### src/rtl/meas_cmd_regfile.sv
// meas_cmd_regfile: SPI command decoder and register file for the pulse-measurement core.
// Optional build macro CMD_PARITY_EN enables the even-parity check on each command word.
module meas_cmd_regfile #(
    parameter int          DATA_W   = 32,
    parameter int          NUM_CH   = 4,
    parameter int          NUM_CFG  = 4,
    parameter int          CFG_BASE = 12,
    parameter logic [31:0] ID_WORD  = 32'h0000_5AA5,
    parameter logic [31:0] CFG0_RST = 32'd5_000_000
) (
    input  logic                      clk,
    input  logic                      rst,
    input  logic [DATA_W-1:0]         spi_cmd,
    input  logic                      spi_trig,
    input  logic [NUM_CH*DATA_W-1:0]  meas_data,
    output logic [DATA_W-1:0]         rsp_data,
    output logic                      rsp_valid,
    output logic [NUM_CFG*DATA_W-1:0] cfg_data,
    output logic                      busy
);
    typedef enum logic [2:0] {IDLE, DECODE, WRITE, READ, ERR} state_t;
    state_t state;
    logic s1, s2, s3, trig_edge;
    logic [DATA_W-1:0] cmd_q, meas_sel, cfg_sel, rd_word;
    logic [DATA_W-1:0] cfg [NUM_CFG];
    logic drop_flag;
    logic [7:0] err_cnt, err_code;
    logic [3:0] op, addr;
    logic [31:0] a32;
    logic is_meas, is_cfg, rd_ok, par_err;
    assign trig_edge = s2 & ~s3;
    assign busy = state != IDLE;
    for (genvar i = 0; i < NUM_CFG; i++) begin : g_cfg
        assign cfg_data[i*DATA_W +: DATA_W] = cfg[i];
    end
    always_comb begin
        op = cmd_q[31:28];
        addr = cmd_q[27:24];
        a32 = {28'd0, addr};
        is_meas = 1'b0;
        is_cfg = 1'b0;
        meas_sel = '0;
        cfg_sel = '0;
        for (int k = 0; k < NUM_CH; k++)
            if (a32 == 32'(k)) begin
                is_meas = 1'b1;
                meas_sel = meas_data[k*DATA_W +: DATA_W];
            end
        for (int k = 0; k < NUM_CFG; k++)
            if (a32 == 32'(CFG_BASE + k)) begin
                is_cfg = 1'b1;
                cfg_sel = cfg[k];
            end
        rd_ok = is_meas | is_cfg | (addr == 4'd8) | (addr == 4'd9);
        rd_word = is_meas ? meas_sel : is_cfg ? cfg_sel : (addr == 4'd8) ? ID_WORD :
                  {16'd0, err_cnt, 7'd0, drop_flag};
`ifdef CMD_PARITY_EN
        par_err = ^cmd_q;
`else
        par_err = 1'b0;
`endif
    end
    always_ff @(posedge clk or posedge rst) begin
        if (rst) begin
            {s3, s2, s1} <= 3'b000;
            state <= IDLE;
            cmd_q <= '0;
            rsp_data <= '0;
            rsp_valid <= 1'b0;
            drop_flag <= 1'b0;
            err_cnt <= 8'd0;
            err_code <= 8'd0;
            for (int k = 0; k < NUM_CFG; k++) cfg[k] <= (k == 0) ? CFG0_RST : '0;
        end else begin
            {s3, s2, s1} <= {s2, s1, spi_trig};
            rsp_valid <= 1'b0;
            case (state)
                IDLE: if (trig_edge) begin
                    cmd_q <= spi_cmd;
                    state <= DECODE;
                end
                DECODE: begin
                    state <= ERR;
                    err_code <= 8'h02;
                    if (par_err) err_code <= 8'h03;
                    else if (op == 4'd4 && is_cfg) state <= WRITE;
                    else if (op == 4'd5 && rd_ok) state <= READ;
                    else if (op != 4'd4 && op != 4'd5) err_code <= 8'h01;
                end
                WRITE: begin
                    for (int k = 0; k < NUM_CFG; k++)
                        if (a32 == 32'(CFG_BASE + k)) cfg[k] <= {8'd0, cmd_q[23:0]};
                    rsp_data <= {8'd0, cmd_q[23:0]};
                    rsp_valid <= 1'b1;
                    state <= IDLE;
                end
                READ: begin
                    rsp_data <= rd_word;
                    if (addr == 4'd9) drop_flag <= 1'b0;
                    rsp_valid <= 1'b1;
                    state <= IDLE;
                end
                ERR: begin
                    rsp_data <= {16'hEEEE, 8'h00, err_code};
                    err_cnt <= (err_cnt == 8'hFF) ? err_cnt : err_cnt + 8'd1;
                    rsp_valid <= 1'b1;
                    state <= IDLE;
                end
                default: state <= IDLE;
            endcase
            // placed after the status-read clear so a coincident drop still sets the flag
            if (trig_edge && state != IDLE) drop_flag <= 1'b1;
        end
    end
endmodule

### config.mk
export PLATFORM = sky130hd
export DESIGN_NAME = meas_cmd_regfile
export DESIGN_NICKNAME = d
export VERILOG_FILES = /design/src/rtl/meas_cmd_regfile.sv
export SDC_FILE = /design/constraint.sdc
export NUM_CORES = 1
export LEC_CHECK = 0
export CAP_MARGIN = 10
export CORE_MARGIN = 5
export CORE_UTILIZATION = 60
export CTS_CLUSTER_SIZE = 25
export DETAILED_ROUTE_END_ITERATION = 10
export DONT_BUFFER_PORTS = 1
export GPL_TIMING_DRIVEN = 0
export HOLD_SLACK_MARGIN = 0.12
export PLACE_DENSITY = 0.76
export SLEW_MARGIN = 20
export SYNTH_ARGS = -nofsm -noshare
export SYNTH_HDL_FRONTEND = slang
export SYNTH_SLANG_ARGS = --single-unit
export TNS_END_PERCENT = 30
### constraint.sdc
create_clock -name clk -period 8.1 [get_ports clk]
set_input_delay 1.62 -clock clk [delete_from_list [all_inputs] [get_ports clk]]
set_output_delay 1.62 -clock clk [all_outputs]
set_load 0.01 [all_outputs]
==> run_results.csv <==
group,metric,value,unit
outcome,status,"finished, final reports clean",
synthesis,synthAdderAreaFrac,0.137,%
power_and_ir_drop,ir_drop,179,uV
global_route,grt_start_max_net_pins,95,
layout,syn2layout_area_growth,11.2,%
synthesis,netlist_area,9170,um^2
timing,finalCritPeriodShare,36.1,%
placement,port_buffers,0,
timing,hold_viol_final,0,
global_route,antenna_found_initial,1,
synthesis,ys_types,67,
critical_path,setup.worst_path.start,"state[1]",
layout,stdcell_area,10200,um^2
critical_path,endpoint,"busy",
synthesis,yosys.area_share.simple,6.48,%
global_route,grt_use_total,33.2,%
cts,cts-root-buf,"clkbuf_16",
placement,post_dp_cell_area,9550,um^2
global_route,grt_remaining_overflow,0,
cts,clock_latency,0.44,ns
detailed_routing,wirelength,29.6,mm
layout,n_fill_cell,1078,
timing,finClkSkew,0.0114,ns
synthesis,synth-seq-cells,178,
critical_path,crit_type,"flip-flop to output pin",
detailed_routing,wl_per_cell,31.1,um
floorplan,die_area,17800,um^2
synthesis,synth.area.mux_share,29.7,%
critical_path,cp_cell_sequence,"nor3_1 -> inv_1",
global_route,grt_pass1_vias,6849,
timing,rsz0062_at_grt,"false",
critical_path,cp.depth,2,
placement,place_inst,918,
power_and_ir_drop,leakage,4.69,nW
synthesis,synth_xor_area_share,0.669,%
synthesis,synth_edf_count,0,
floorplan,rows,45,
critical_path,required,6.48,ns
synthesis,syn_area_per_cell,13.1,um^2
cts,path_clk_slew,0.07,ns
timing,setup_viol,0,
timing,maxSlewHeadroom,30.8,%
timing,tns,0,ns
critical_path,rr_worst_depth,6,
critical_path,reg2reg_to,"rsp_data[18]",
cts,post_cts_buffers,0,
synthesis,ys_seq_area_share,48.7,%
timing,finalCriticalPeriod,2.92,ns
critical_path,critPathMaxFanout,5,
floorplan,ioPinCount,325,
placement,dp_hpwl,21.6,mm
critical_path,cp_num_buf_inv,1,
detailed_routing,first_pass_iters,6,
worst_hold_path,min_path_type,"flip-flop to flip-flop",
detailed_routing,vias_per_cell,6.90,
cts,cts_tree,"done",
global_route,grt_pass1_wl,43.8,mm
critical_path,r2r_start,"cmd_q[25]",
critical_path,worstPathArrival,1.30,ns
layout,mostFrequentLayoutCell,"dfrtp_1",
floorplan,initial_core_util,60.7,%
critical_path,start_kind,"flip-flop",
synthesis,synth_top_family_by_area,"multiplexers",
synthesis,async_flop_share,100,%
critical_path,end_kind,"output pin",
floorplan,chipWidth,134,um
layout,fin_cells,951,
cts,htree_levels,4,
critical_path,rrSetupSlack,5.74,ns
cts,cts_hold_buf,0,
critical_path,critPathSlowestCell,"dfrtp_1",
floorplan,die-height,134,um
cts,clock_sinks,178,
timing,worst_slew_pin_slew,1.01,ns
detailed_routing,first_iter_violations,697,
power_and_ir_drop,powerDensity,281,nW/um^2
critical_path,path_delay_family,"flip-flops",
detailed_routing,vias,6558,
placement,place.gp.congestion,0.939,
layout,drive_gt1_share,37.5,%
power_and_ir_drop,power,0.00286,W
cts,clk_path_buf_depth,2,
timing,max_freq,342,MHz
timing,slew_viol_final,0,
synthesis,synth_warnings,0,
detailed_routing,post-route-drc-count,0,
synthesis,synth_compound_area_share,8.23,%
layout,finalNetCount,913,
synthesis,synth_ff_type,"dfrtp_1",
cts,post_cts_resized,0,
detailed_routing,ant_nets,0,
critical_path,max_stage_delay,0.44,ns
floorplan,core_area,15100,um^2
cts,cts_inserted_buffers,17,
synthesis,syn_inst,698,
job,drv_cap,0,
layout,layout_common_cells,"dfrtp_1 (170), mux2_2 (126), buf_4 (45), mux4_2 (40), o21ai_0 (33)",
## registers in the layout, summed over array words and instances, names as in the netlist
name       count
rsp_valid      1
s2             1
cfg_data      96
err_cnt        8
state          3
err_code       2
s3             1
rsp_data      32
drop_flag      1
cmd_q         32
s1             1
## through the flow
step	hold slack [ns]	utilization [%]	setup slack, ns
after CTS	0.385	67.6	5.18
after global routing	0.390	67.6	5.14
final	0.383	67.6	5.18
after global placement	0.341	63.1	0.106
after floorplan	0.331	-	1.66
after detailed placement	0.369	63.3	5.06
## cell families (layout without fill, tap and decap cells)
group	Yosys count	after routing
AOI/OAI and AO/OA	119	119
xor gates and xnor gates	7	7
adders and majority gates	1	1
buffers and inverters	89	122
DFF	178	178
muxes	188	188
other	1	33
and+or+nand+nor	115	115
## layer usage
layer,part of all wire (%),up-vias,global-route usage [%]
met4,3.9,0,13.2
li1,-,2653,-
met1,36,3362,39.9
met2,49,464,54.3
met5,0,-,0
met3,11,79,12.8
## how the worst min path moves through the flow
stage,from,endpoint,depth (start not counted)
2_1_floorplan,s1,s2,0
3_3_place_gp,s1,s2,0
3_5_place_dp,s1,s2,0
4_1_cts,s1,s2,0
5_1_grt,s1,s2,0
6_report,s1,s2,0
## where the power goes
| group | internal [W] | switching, W |
|---|---|---|
| clock | 0.000502 | 0.000398 |
| sequential | 0.00103 | 0.000210 |
| combinational | 0.000323 | 0.000398 |
## synthesized netlist by cell type (all sizes together), types with 6 or more instances
library cell    n  share of area, %
dfrtp         170                46
mux2          130                16
buf            68               5.0
mux4           51                13
nor2           35               1.5
o21ai          35               1.9
a21oi          31               1.7
nand2          26               1.1
clkbuf         12              0.61
nand3          12              0.71
nand2b         10              0.71
inv             9              0.37
dfstp           8               2.3
nor3            8              0.56
mux2i           7              0.76
nor2b           7              0.48
a22oi           6              0.49
## cell type report
| class | instances | area (um^2) | area share, % |
|---|---|---|---|
| clock buffers | 17 | 425 | 4.17 |
| inverters | 9 | 41.3 | 0.405 |
| repair buffers | 1 | 27.5 | 0.270 |
| diodes | 1 | 2.50 | 0.0245 |
| clock inverters | 15 | 216 | 2.12 |
| plain buffers | 80 | 518 | 5.08 |
| well taps | 188 | 235 | 2.31 |
| multi-input cells | 462 | 4270 | 41.8 |
| flip-flops and latches | 178 | 4460 | 43.8 |
No activity file was read; power rests on OpenSTA's default activity.
